===== src/rtl/updown_rate_counter.sv =====
// Up/down LED counter with a selectable step rate and wrap, saturate, bounce and freeze modes.
// All switch inputs are synchronised into the clk domain before use.
module updown_rate_counter #(
  parameter int unsigned WIDTH       = 8,
  parameter int unsigned MIN_VAL     = 0,
  parameter int unsigned MAX_VAL     = 255,
  parameter int unsigned DIV0        = 40_000_000,
  parameter int unsigned DIV1        = 20_000_000,
  parameter int unsigned DIV2        = 10_000_000,
  parameter int unsigned DIV3        = 5_000_000,
  parameter int unsigned SYNC_STAGES = 2
) (
  input  logic             clk,
  input  logic             rst,
  input  logic             up,
  input  logic             down,
  input  logic [1:0]       rate,
  input  logic [1:0]       mode,
  input  logic             clr,
  output logic [WIDTH-1:0] count,
  output logic             step,
  output logic             dir,
  output logic             at_max,
  output logic             at_min
);

  localparam logic [WIDTH-1:0] MIN_C = WIDTH'(MIN_VAL);
  localparam logic [WIDTH-1:0] MAX_C = WIDTH'(MAX_VAL);
  localparam logic [WIDTH-1:0] ONE_C = WIDTH'(1);
  localparam int unsigned      SW    = 7;

  typedef enum logic [1:0] {
    MODE_WRAP   = 2'd0,
    MODE_SAT    = 2'd1,
    MODE_BOUNCE = 2'd2,
    MODE_FREEZE = 2'd3
  } mode_t;

  logic [SYNC_STAGES-1:0][SW-1:0] sync_q;
  logic [SW-1:0]    sync_out;
  logic             up_s, down_s, clr_s;
  logic [1:0]       rate_s;
  mode_t            mode_s;
  logic [31:0]      div_sel;
  logic [31:0]      pre_cnt;
  logic             tick_int;
  logic             cmd_up, cmd_down;
  logic [WIDTH-1:0] count_nxt;
  logic             dir_nxt;

  // All seven switch bits travel together through one shift chain.
  always_ff @(posedge clk or negedge rst) begin
    if (!rst) begin
      sync_q <= '0;
    end else begin
      sync_q <= {sync_q[SYNC_STAGES-2:0], {up, down, rate, mode, clr}};
    end
  end

  assign sync_out                 = sync_q[SYNC_STAGES-1];
  assign {up_s, down_s, rate_s}   = sync_out[6:3];
  assign mode_s                   = mode_t'(sync_out[2:1]);
  assign clr_s                    = sync_out[0];

  always_comb begin
    div_sel = 32'(DIV0);
    case (rate_s)
      2'd0:    div_sel = 32'(DIV0);
      2'd1:    div_sel = 32'(DIV1);
      2'd2:    div_sel = 32'(DIV2);
      default: div_sel = 32'(DIV3);
    endcase
  end

  // A ">=" compare lets a switch to a shorter period tick at once instead of wrapping pre_cnt.
  assign tick_int = (pre_cnt >= (div_sel - 32'd1));

  always_ff @(posedge clk or negedge rst) begin
    if (!rst) begin
      pre_cnt <= '0;
    end else if (clr_s || tick_int) begin
      pre_cnt <= '0;
    end else begin
      pre_cnt <= pre_cnt + 32'd1;
    end
  end

  assign cmd_up   = up_s & ~down_s;
  assign cmd_down = down_s & ~up_s;

  always_comb begin
    count_nxt = count;
    dir_nxt   = dir;
    case (mode_s)
      MODE_WRAP, MODE_SAT: begin
        if (cmd_up) begin
          dir_nxt = 1'b1;
          if (count == MAX_C) count_nxt = (mode_s == MODE_WRAP) ? MIN_C : MAX_C;
          else                count_nxt = count + ONE_C;
        end else if (cmd_down) begin
          dir_nxt = 1'b0;
          if (count == MIN_C) count_nxt = (mode_s == MODE_WRAP) ? MAX_C : MIN_C;
          else                count_nxt = count - ONE_C;
        end
      end
      MODE_BOUNCE: begin
        // Either command only enables motion; the dir register picks the way.
        if (cmd_up || cmd_down) begin
          if (dir) begin
            if (count == MAX_C) begin
              count_nxt = MAX_C - ONE_C;
              dir_nxt   = 1'b0;
            end else begin
              count_nxt = count + ONE_C;
            end
          end else begin
            if (count == MIN_C) begin
              count_nxt = MIN_C + ONE_C;
              dir_nxt   = 1'b1;
            end else begin
              count_nxt = count - ONE_C;
            end
          end
        end
      end
      default: ;
    endcase
  end

  always_ff @(posedge clk or negedge rst) begin
    if (!rst) begin
      count <= MIN_C;
      dir   <= 1'b1;
      step  <= 1'b0;
    end else begin
      step <= tick_int & ~clr_s;
      if (clr_s) begin
        count <= MIN_C;
        dir   <= 1'b1;
      end else if (tick_int) begin
        count <= count_nxt;
        dir   <= dir_nxt;
      end
    end
  end

  assign at_max = (count == MAX_C);
  assign at_min = (count == MIN_C);

endmodule


===== config.mk =====
export PLATFORM = sky130hd
export DESIGN_NAME = updown_rate_counter
export DESIGN_NICKNAME = d
export VERILOG_FILES = /design/src/rtl/updown_rate_counter.sv
export SDC_FILE = /design/constraint.sdc
export NUM_CORES = 1
export LEC_CHECK = 0
export ABC_AREA = 1
export BUFFER_PORTS_ARGS = -buffer_cell sky130_fd_sc_hd__buf_2
export CAP_MARGIN = 20
export CELL_PAD_IN_SITES_DETAIL_PLACEMENT = 2
export CELL_PAD_IN_SITES_GLOBAL_PLACEMENT = 2
export CORE_UTILIZATION = 35
export DETAILED_ROUTE_END_ITERATION = 10
export HOLD_SLACK_MARGIN = 0.03
export PLACE_DENSITY_LB_ADDON = 0.1
export SETUP_SLACK_MARGIN = 0.02
export SKIP_LAST_GASP = 1
export SLEW_MARGIN = 20
export SYNTH_ARGS = -nofsm -noshare
export SYNTH_HDL_FRONTEND = slang
export SYNTH_SLANG_ARGS = --single-unit

===== constraint.sdc =====
create_clock -name clk -period 3.1 [get_ports clk]
set_clock_uncertainty 0.2 [all_clocks]
set_input_delay 0.31 -clock clk [delete_from_list [all_inputs] [get_ports clk]]
set_output_delay 0.31 -clock clk [all_outputs]
set_load 0.01 [all_outputs]

==> Word-level counts from Yosys, hierarchy flattened <==
Cells that the tools add are included.
{ "word_totals": {"wordCells": 57, "reg_bits": 56, "out_inout_bits": 12, "inputBits": 9} }
{ "op_classes": {"bitwise": 6, "n_mux": 24, "reduce_logical": 9, "n_eq_ne": 7, "magnitude_cmp": 1, "add_sub_neg": 4} }
{ "ops": {"columns": ["operator", "n"], "rows": [
  ["two-way mux 8 bit", 12],
  ["case mux 26 bit (3 select lines)", 1],
  ["adder 32 x 1 -> 32 bit (second input constant)", 1],
  ["greater-or-equal comparator 32 bit", 1],
  ["two-way mux 32 bit", 1],
  ["subtractor 32 x 1 -> 32 bit (second input constant)", 1],
  ["case mux 8 bit (2 select lines)", 1],
  ["adder 8 x 1 -> 8 bit (second input constant)", 1],
  ["== test 8 bit (second input constant)", 1],
  ["zero test 8 bit", 1],
  ["two-way mux 1 bit", 8],
  ["subtractor 8 x 1 -> 8 bit (second input constant)", 1],
  ["== test 2 x 1 -> 1 bit (second input constant)", 2],
  ["== test 2 bit (second input constant)", 2],
  ["zero test 2 bit", 2],
  ["inequality test 4 bit (second input constant)", 1],
  ["AND reduction 4 bit", 1],
  ["bitwise AND 1 bit", 3],
  ["inequality test 3 bit (second input constant)", 1],
  ["NOT 1 bit", 3],
  ["nonzero test 3 bit", 1],
  ["logical OR 1 bit", 2],
  ["case mux 1 bit (2 select lines)", 1],
  ["nonzero test 2 bit", 1],
  ["OR reduction 2 bit", 1]
]} }

==> Depth between registers and ports, before layout <==
Gate-level depths: netlist of run 1.
{ "logic_depth": {"depth_word": 8, "mapped_depth": 18, "ltp_nobuf": 17} }

==> Least setup slack after synthesis of run 1 <==
OpenSTA, ideal clock, no wires.
{ "synth_path": {"path_type": "register to register", "startpoint": "register sync_q, in the netlist sync_out[3]", "endpoint": "register count[3]", "setup_ns": 0.119, "required_time_ns": 2.781, "slack_ns": 0.732, "t_arrival_ns": 2.049, "synth_period_minus_slack_ns": 2.368, "stages_incl_launch_ff": 15, "n_path_buf": 1, "cell_sequence": "dfrtp_1 inv_1 ha_1 inv_1 ha_1 nand2_1 nor2_1 nand4_1 nor2_1 nand2_4 nand2_4 nand2_2 buf_6 nand3_1 nand2_1"} }
{ "synth_between": {"elab_chain_len": 6, "word_cells_on_any_way": 8, "cone_classes": "add/sub: 1; order compare: 1; eq/ne: 2; mux: 1; reduce/logical: 3"} }
{ "synth_lines": {"columns": ["element", "line_no", "text"], "rows": [
  ["from (decl)", "39", "logic [SYNC_STAGES-1:0][SW-1:0] sync_q;"],
  ["from (signal assigned)", "56", "sync_q <= {sync_q[SYNC_STAGES-2:0], {up, down, rate, mode, clr}};"],
  ["== test 2 bit, or another cell as far along", "67", "case (rate_s)"],
  ["case mux 26 bit (3 select lines) (*)", "67", null],
  ["subtractor 32 x 1 -> 32 bit (*)", "76", "assign tick_int = (pre_cnt >= (div_sel - 32'd1));"],
  ["greater-or-equal comparator 32 bit (*)", "76", null],
  ["nonzero test 2 bit (no line) (*)", null, null],
  ["AND reduction 4 bit (no line) (*)", null, null],
  ["to (signal assigned)", "141", "count <= count_nxt;"],
  ["to (decl)", "20", "output logic [WIDTH-1:0] count,"]
]} }
Mark *: on every way between the ends. The rest lies on a longest branch, timed or not.
A chain may end at the register's enable or synchronous reset.

==> Worst setup path after layout of run 1 <==
{ "layout_path": {"startpoint": "register sync_q, in the netlist sync_out[3]", "endpoint": "register pre_cnt[24]"} }
{ "layout_between": {"elab_chain_len": 6, "word_cells_on_any_way": 8, "cone_classes": "add/sub: 1; order compare: 1; eq/ne: 2; mux: 2; reduce/logical: 2"} }
{ "layout_lines": {"columns": ["element", "line_no", "text"], "rows": [
  ["== test 2 bit, or another cell as far along", "67", null],
  ["case mux 26 bit (3 select lines) (*)", "67", null],
  ["subtractor 32 x 1 -> 32 bit (*)", "76", null],
  ["greater-or-equal comparator 32 bit (*)", "76", null],
  ["logical OR 1 bit (*)", "81", "end else if (clr_s || tick_int) begin"],
  ["two-way mux 32 bit (*)", "81", null],
  ["to (signal assigned)", "84", "pre_cnt <= pre_cnt + 32'd1;"],
  ["to (decl)", "45", "logic [31:0] pre_cnt;"]
]} }
Marked as above.

==> results.json, run 1 <==
{
  "status": "finished clean",
  "cts_sinks": 56,
  "fill_cells": 1248,
  "num_vias": 3313,
  "drive_above_1_share_pct": 15.65,
  "syn_to_final_growth_pct": 11.74,
  "dr.pass1.iters": 4,
  "grt_usage_pct": 20.96,
  "async_flop_share_pct": 100.0,
  "cap_violations": 0,
  "gr-total-overflow": 0,
  "hold_viol": 0,
  "leakagePower_nw": 2.236,
  "grt_max_degree": 33,
  "fin_nets": 566,
  "cp_data_required_time_ns": 3.15,
  "rsz0062_at_grt": "true",
  "fp.dieW_um": 107.3,
  "io_buffers": 20,
  "antenna_found_initial": 0,
  "hpwl_mm": 8.834,
  "reg2reg_depth": 13,
  "worst_pin_slew_ns": 0.7213,
  "whs_path_depth": 0,
  "finalCritPeriodShare_pct": 90.75,
  "die_area_um2": 11510,
  "syn-instance-count": 486,
  "ioPinCount": 21,
  "crit_type": "register to register",
  "synth_ff_type": "dfrtp_1",
  "yosys.cell_types.count": 45,
  "p_total_mw": 1.765,
  "slew_headroom_pct": 51.92,
  "die_y_um": 107.3,
  "crit_arrival_ns": 2.87,
  "fp-row-count": 38,
  "clkTransAtPathRegs_ns": 0.12,
  "htree_levels": 2,
  "worstSkewPairLatency_ns": 0.34,
  "place.gp.congestion": 0.8074,
  "coreArea_um2": 10840,
  "numCtsBuffers": 5,
  "max_freq_mhz": 355.4,
  "hp-class": "register to register",
  "syn_area_um2": 3880,
  "cts_tree": "yes",
  "diodes": 0,
  "power_density_nw_per_um2": 407.2,
  "drtIter0Drc": 87,
  "initial_core_util_pct": 35.79,
  "antenna_left": 0,
  "dp_cells": 647,
  "ys_seq_elements": 56,
  "synth_edf_count": 0,
  "routed_via_density": 4.989,
  "synth-seq-area-share_pct": 36.15,
  "grt_pass1_vias": 3683,
  "report.final.slew_viol_count": 0,
  "setup.worst_path.start_class": "register",
  "ys.warnings.count": 0,
  "cts_buffer_depth": 2,
  "finalCriticalPeriod_ns": 2.813,
  "fin_setup_tns_ns": 0,
  "setup_viol": 0,
  "critPathCaptureType": "register",
  "path_max_fanout": 13,
  "drc": 0,
  "root_buffer": "clkbuf_8",
  "grt_pass1_wl_mm": 18.51,
  "peakVddDrop_uv": 238.4,
  "layout.cells.non_filler": 664,
  "avgSynthCellArea_um2": 7.983,
  "routed_wl_mm": 11.20,
  "wl_per_cell_um": 16.87,
  "post-route-util_pct": 39.99
}
## what timing repair did
item                                    in CTS  in global routing
endpoints found under the setup margin       0                  7
endpoints found under the hold margin       37                  0
gates resized for setup                      0                  0
buffers inserted                             0                  0
hold buffers                                 8                  0
## synth_stat cells, types with 2 or more instances
cell type    n  area [um^2]
a21o_1       2        15.01
a21oi_1     18        90.09
a31oi_1      3        18.77
and2_1       2        12.51
buf_2        3        15.01
buf_6        2        22.52
dfrtp_1     55         1376
ha_1        34        425.4
inv_1       61        229.0
inv_2        7        26.28
nand2_1    113        424.2
nand2_2      4        25.02
nand2_4      5        56.30
nand3_1     38        190.2
nand3_2      2        20.02
nand3_4      3        52.55
nand4_1     11        68.82
nand4_4      2        42.54
nor2_1      57        214.0
nor2_2       5        31.28
nor2_4       6        67.56
nor3_1       4        20.02
nor3_2       7        70.07
nor3b_1      4        30.03
nor3b_2      2        25.02
o21ai_0      4        20.02
o21ai_1      3        15.01
xnor2_1      2        17.52
xor2_1      11        96.34
## sequential cells by signal, indices dropped and copies added (netlist names)
signal / cells
count: 8
dir: 1
pre_cnt: 32
step: 1
sync_out: 7
sync_q: 7
## report_power, final
part,internal [mW],leakage (nW),switching (mW),total (mW)
Clock,0.166,0.0452,0.281,0.447
Sequential,0.765,0.727,0.0547,0.819
Combinational,0.163,1.46,0.337,0.499
Total,1.09,2.24,0.672,1.77
## worst paths after layout
kind	from	end	slack, ns
min in group asynchronous	rst	pre_cnt[2]	0.36
min reg2reg	sync_q[2]	sync_out[2]	0.17
min	sync_q[2]	sync_out[2]	0.17
max	sync_out[3]	pre_cnt[24]	0.29
max reg2reg	sync_out[3]	pre_cnt[24]	0.29
max in group asynchronous	rst	dir	1.62
## cell families after synthesis
group / count (synthesis) / synth area share, %
compound gates: 37 / 5.966
fa+ha+maj: 34 / 10.96
flops: 56 / 36.15
buf+inv: 75 / 7.739
simple gates: 270 / 36.15
other cells: 1 / 0.09665
xor+xnor: 13 / 2.935
## worst max-delay path: stages, from the launching register on
cell	delay, ns
dfrtp_1	0.47
inv_1	0.13
ha_1	0.24
nor2_1	0.19
ha_1	0.28
nand2_1	0.06
inv_1	0.04
nand2_1	0.06
nand2_1	0.05
nand2_1	0.05
nand2_1	0.08
a21oi_4	0.27
nand3_2	0.38
nor2_1	0.23
## metal layers
layer	track usage, %	vias up	part of all wire [%]
li1	-	1622	-
met1	23.56	1662	43
met2	40.92	19	54
met3	2.482	10	1.3
met4	6.067	0	1.4
met5	0	-	0
## cell type report
type | count | area, um^2 | area share [%]
timing repair buffer | 31 | 202.7 | 4.675
inverter | 69 | 259.0 | 5.974
tap | 140 | 175.2 | 4.040
clock buffer | 5 | 68.82 | 1.587
clock inverter | 3 | 25.02 | 0.5772
sequential | 56 | 1403 | 32.35
multi-input combinational | 360 | 2202 | 50.79
## stage by stage
step | setup WS, ns | hold WS [ns] | area, um^2
6_report | 0.2867 | 0.1688 | 4335
5_1_grt | 0.01102 | 0.1821 | 4335
4_1_cts | 0.1457 | 0.1662 | 4325
3_5_place_dp | 0.2028 | 0.1396 | 4151
3_3_place_gp | 0.3781 | 0.1351 | 4151
2_1_floorplan | 0.7323 | -0.1856 | 3895
## placed cells by master (no fill, tap or decap), types with 3 or more instances in the layout
cell	count
conb_1	5
a21oi_1	18
ha_1	34
nand3_2	3
o21ai_0	4
dlygate4sd3_1	8
o21ai_1	3
inv_1	61
xor2_1	11
nor3_2	7
nand3_4	3
nor3_1	4
nand3_1	38
buf_2	20
nor2_2	5
dfrtp_1	55
buf_4	3
nand2_2	4
clkbuf_8	5
nor2_4	6
inv_2	7
nand4_1	11
nand2_4	5
nand2_1	113
nor3b_1	4
nor2_1	57
a31oi_1	3
(Power assumes the default switching activity.)
==> run 2: changes to the inputs <==
Settings changed: ABC_AREA 1 to 0.
==> run 2 against run 1 <==
Against the previous run: wire length is 19% lower; critical path depth is 3 lower; combinational power is 18% lower; via count is 18% lower; sequential share of layout area is 3.0 points higher; global-route usage is 1.9 points lower; worst setup slack worse by 0.10 ns; non-clock buffer count is 6 higher; register-to-register slack worse by 0.10 ns; cell count is 21% lower; design area is 8.5% lower.
==> results.json, run 2 <==
{
  "status": "finished clean",
  "antenna_left": 0,
  "numCtsBuffers": 5,
  "cts_buffer_depth": 2,
  "gr-total-overflow": 0,
  "fp-row-count": 36,
  "setup_ws_ns": 0.1847,
  "leakagePower_nw": 1.713,
  "yosys.cell_types.count": 63,
  "hold_viol": 0,
  "rsz0062_at_grt": "false",
  "grt_max_degree": 28,
  "initial_core_util_pct": 35.80,
  "cp_data_required_time_ns": 3.11,
  "cts_sinks": 56,
  "final_common_cell": "dfrtp_1",
  "largest-register": "pre_cnt",
  "avgSynthCellArea_um2": 9.730,
  "synth-seq-area-share_pct": 40.27,
  "report.final.slew_viol_count": 0,
  "holdWs_ns": 0.1597,
  "hp-class": "register to register",
  "synth_top_cell_by_area": "dfrtp_1",
  "cp.depth": 10,
  "fp.dieW_um": 101.8,
  "synth_ff_type": "dfrtp_1",
  "finalCriticalPeriod_ns": 2.915,
  "grt_pass1_vias": 2956,
  "whs_path_depth": 0,
  "ys.warnings.count": 0,
  "antenna_found_initial": 0,
  "htree_levels": 2,
  "async_flop_share_pct": 100.0,
  "setup_viol": 0,
  "setup.worst_path.start_class": "register",
  "layout_common_cells": "dfrtp_1 (55), nor2_1 (47), ha_1 (33)",
  "crit_arrival_ns": 2.93,
  "finalCritPeriodShare_pct": 94.04,
  "io_buffers": 20,
  "fin_nets": 434,
  "crit_type": "register to register",
  "synth_edf_count": 0,
  "syn_area_um2": 3483,
  "critPathCaptureType": "register",
  "worst_pin_slew_ns": 0.5984,
  "cp_top_family": "adder cells",
  "clkTransAtPathRegs_ns": 0.11,
  "power_density_nw_per_um2": 424.7,
  "routed_via_density": 5.162,
  "largestRegisters": "pre_cnt x32, count x8",
  "peakVddDrop_uv": 196.3,
  "ys_seq_elements": 56,
  "drive_above_1_share_pct": 16.07,
  "place.gp.congestion": 0.7622,
  "hpwl_mm": 6.842,
  "syn-instance-count": 358,
  "root_buffer": "clkbuf_8",
  "cts_tree": "yes",
  "path_buf_inv": 2,
  "die_area_um2": 10360,
  "ys_top_cells_by_area": "dfrtp_1 (40%), ha_1 (12%), nor2_1 (5.1%)",
  "slew_headroom_pct": 60.11,
  "slowest_delay_ns": 0.42,
  "worstSkewPairLatency_ns": 0.32,
  "netlist.area_leader.share_pct": 39.51,
  "num_vias": 2710,
  "routed_wl_mm": 9.067,
  "coreArea_um2": 9729,
  "dr.pass1.iters": 4,
  "ys_top_cells_by_count": "dfrtp_1 (55), nor2_1 (47), ha_1 (34), nand2_1 (20), nand3_1 (18)",
  "drc": 0,
  "grt_usage_pct": 19.02,
  "synth_most_common_cell": "dfrtp_1",
  "cap_violations": 0,
  "ioPinCount": 21,
  "diodes": 0,
  "max_freq_mhz": 343.0,
  "dp_slack_ns": 0.003308,
  "reg2reg_depth": 10,
  "path_cells": "buf_4 > ha_1 > xor2_1 > ha_1 > nand4_1 > nor4_2 > o31ai_2 > a41oi_2 > buf_4 > mux2_2",
  "drtIter0Drc": 35,
  "path_max_fanout": 11,
  "fill_cells": 1097,
  "syn_to_final_growth_pct": 13.86,
  "wl_per_cell_um": 17.27,
  "slowest_stage": "dfrtp_1",
  "die_y_um": 101.8,
  "grt_pass1_wl_mm": 15.07,
  "fin_setup_tns_ns": 0,
  "largest_reg_flops": 32
}
-- run 2: what timing repair did --
item	4_1_cts	5_1_grt
pin swaps	2	2
setup buffers	2	0
endpoints found under the hold margin	31	0
resized for setup	3	5
hold buffers	8	0
endpoints found under the setup margin	25	34
-- run 2: power breakdown --
| group | switching [mW] | total (mW) | internal (mW) |
|---|---|---|---|
| Sequential | 0.0673 | 0.829 | 0.761 |
| Combinational | 0.234 | 0.410 | 0.175 |
| Clock | 0.275 | 0.447 | 0.172 |
-- run 2: worst register-to-register path, delay by kind of cell, from the launching register on --
| family | cells | cell delay [ns] |
|---|---|---|
| AOI/OAI and AO/OA | 2 | 0.35 |
| xor gates and xnor gates | 1 | 0.16 |
| and+or+nand+nor | 2 | 0.46 |
| buffers and inverters | 2 | 0.37 |
| DFF | 1 | 0.42 |
| muxes | 1 | 0.34 |
| adders and majority gates | 2 | 0.51 |
-- run 2: worst paths after layout --
path / from / endpoint / slack [ns]
setup / recovery: sync_out[3] / count[7] / 0.18
hold / removal: sync_q[1] / sync_out[1] / 0.16
setup reg to reg: sync_out[3] / count[7] / 0.18
hold reg to reg: sync_q[1] / sync_out[1] / 0.16
max in group asynchronous: rst / dir / 1.66
min in group asynchronous: rst / pre_cnt[20] / 0.33
-- run 2: per-layer routing --
layer	track usage, %	vias to the layer above	share of wire, %
met1	26.48	1373	49
met5	0	-	0
met4	4.236	0	0.93
met2	31.65	21	48
li1	-	1308	-
met3	2.277	8	1.7
-- run 2: layout make-up --
cell class	instances	area (um^2)	area share, %
multi-input cells	272	1967	49.59
clock buffers	5	68.82	1.735
repair buffers	37	251.5	6.341
clock inverters	3	28.78	0.7256
inverters	19	81.33	2.050
flip-flops and latches	56	1403	35.36
well taps	133	166.4	4.196
-- run 2: through the flow --
stage	instance area [um^2]	std cells	power [mW]	utilization, %
floorplan	3498	362	1.109	-
global placement	3732	507	1.231	38.36
detailed placement	3732	507	1.243	38.36
CTS	3948	525	1.714	40.57
global route	3966	525	1.782	40.77
finish	3966	525	1.685	40.77
-- run 2: kinds of logic (layout without fill, tap and decap cells) --
family	count (synthesis)	in the layout	synth area share (%)
XOR/XNOR	29	29	7.292
adder cells (fa/ha/maj)	34	34	12.21
other	1	5	0.1077
buffers and inverters	34	64	4.777
AND/OR/NAND/NOR	140	140	21.34
flip-flops	56	56	40.27
AO/OA/AOI/OAI	56	56	11.53
multiplexers	8	8	2.478
==> run 3: changes to the inputs <==
Settings changed: PLACE_DENSITY from default to 0.79, PLACE_DENSITY_LB_ADDON 0.1 to default.
Clock period 3.1 ns to 3.55 ns, I/O delays scaled along.
==> run 3 against run 2 <==
Against the previous run: worst hold slack about the same; total power decreased by 14%; worst setup slack improved by 0.10 ns; combinational power decreased by 15%; critical path depth decreased by 1; via count increased by 0.81%; clock power decreased by 16%; fmax decreased by 11%; non-clock buffer count decreased by 7; sequential share of layout area increased by 0.81 points.
==> results.json, run 3 (synthesized netlist as in run 2, its figures left out) <==
{
  "status": "finished clean",
  "finalCritPeriodShare_pct": 91.91,
  "p_total_mw": 1.448,
  "drive_above_1_share_pct": 12.99,
  "die_area_um2": 10360,
  "finalCriticalPeriod_ns": 3.263,
  "diodes": 0,
  "slew_headroom_pct": 53.80,
  "num_vias": 2732,
  "drc": 0,
  "hpwl_mm": 6.674,
  "fin_setup_tns_ns": 0,
  "grt_pass1_vias": 2956,
  "post_cts_buffers": 0,
  "routed_via_density": 5.274,
  "setup_viol": 0,
  "fp-row-count": 36,
  "ioPinCount": 21,
  "grt_pass1_wl_mm": 15.20,
  "largest-register": "pre_cnt",
  "path_max_fanout": 11,
  "crit_arrival_ns": 3.26,
  "io_buffers": 20,
  "routed_wl_mm": 9.286,
  "dr.pass1.iters": 4,
  "drtIter0Drc": 98,
  "dp_cells": 502,
  "peakVddDrop_uv": 160.4,
  "report.final.slew_viol_count": 0,
  "max_freq_mhz": 306.5,
  "layout.cells.non_filler": 518,
  "wl_per_cell_um": 17.93,
  "worstSkewPairLatency_ns": 0.32,
  "fill_cells": 1128,
  "initial_core_util_pct": 35.80,
  "cap_violations": 0,
  "final_common_cell": "dfrtp_1",
  "fin_nets": 427,
  "whs_path_depth": 0,
  "antenna_found_initial": 0,
  "power_density_nw_per_um2": 373.3,
  "largest_reg_flops": 32,
  "gr-total-overflow": 0,
  "reg2reg_depth": 9,
  "cts_sinks": 56,
  "setup.worst_path.start_class": "register",
  "crit_type": "register to register",
  "critPathCaptureType": "register",
  "coreArea_um2": 9729,
  "fp.dieW_um": 101.8,
  "grt_max_degree": 34,
  "numCtsBuffers": 5,
  "cp_data_required_time_ns": 3.55,
  "cts_buffer_depth": 2,
  "largestRegisters": "pre_cnt x32, count x8",
  "syn_to_final_growth_pct": 11.31,
  "place.gp.congestion": 0.8436,
  "leakagePower_nw": 1.675,
  "clkTransAtPathRegs_ns": 0.10,
  "grt_usage_pct": 19.23,
  "root_buffer": "clkbuf_8",
  "cts_tree": "yes",
  "die_y_um": 101.8,
  "htree_levels": 2,
  "antenna_left": 0,
  "layout_common_cells": "dfrtp_1 (55), nor2_1 (47), ha_1 (34)",
  "hp-class": "register to register",
  "rsz0062_at_grt": "false",
  "hold_viol": 0,
  "worst_pin_slew_ns": 0.6893
}
run 3: cell count changes in the layout (fill, tap and decap cells not counted), moves of 2 or more:
| cell | delta |
|---|---|
| inv_2 | -2 |
| inv_1 | +2 |
| nor4_2 | -2 |
| buf_4 | -6 |
| nor4_1 | +2 |
run 3: path summary, 6_finish.rpt:
check | slack (ns) | end | from
worst max-delay path | 0.29 | count[7] | sync_out[3]
worst min-delay path | 0.16 | sync_out[4] | sync_q[4]
worst max register to register | 0.29 | count[7] | sync_out[3]
worst min register to register | 0.16 | sync_out[4] | sync_q[4]
max in group asynchronous | 1.87 | dir | rst
min in group asynchronous | 0.38 | count[1] | rst
run 3: per-stage QoR:
step                      hold WS (ns)  utilization [%]  worst slack [ns]  instance area, um^2
after floorplan                -0.1406                -            0.7716                 3498
after global placement          0.1334            37.98            0.4530                 3695
after detailed placement        0.1356            37.98            0.2437                 3695
after CTS                       0.1605            39.74            0.2286                 3866
after global routing            0.1638            39.85           0.05668                 3877
final                           0.1593            39.85            0.2871                 3877
run 3: area by class of cell:
class                           count  area (um^2)  area share (%)
Sequential cell                    56         1403           36.17
Multi-Input combinational cell    272         1941           50.05
Inverter                           19        81.33           2.097
Clock inverter                      3        22.52          0.5808
Timing Repair Buffer               30        195.2           5.034
Clock buffer                        5        68.82           1.775
Tap cell                          133        166.4           4.292
run 3: worst max-delay path, cell delays in order (launching register included):
cell and delay (ns):
dfrtp_1 0.48, inv_1 0.14, ha_1 0.38, inv_1 0.08, ha_1 0.27, nand4_1 0.14
nor4_1 0.42, o31ai_2 0.18, a41oi_4 0.46, mux2_2 0.39
run 3: routing by layer:
layer | wire length [um] | track usage, % | vias up
met5 | 0 | 0 | -
met4 | 114 | 3.902 | 0
met3 | 152 | 2.070 | 8
met2 | 4619 | 32.85 | 24
met1 | 4399 | 26.35 | 1409
li1 | - | - | 1291
run 3: where the power goes:
part	leakage (nW)	switching [mW]	internal (mW)
Clock	0.0485	0.234	0.142
Combinational	0.899	0.201	0.146
Sequential	0.728	0.0594	0.665
Total	1.68	0.494	0.953
run 3: what timing repair did:
item	4_1_cts	5_1_grt
endpoints found under the hold margin	30	0
endpoints found under the setup margin	0	3
gates resized for setup	0	1
hold buffers	8	0
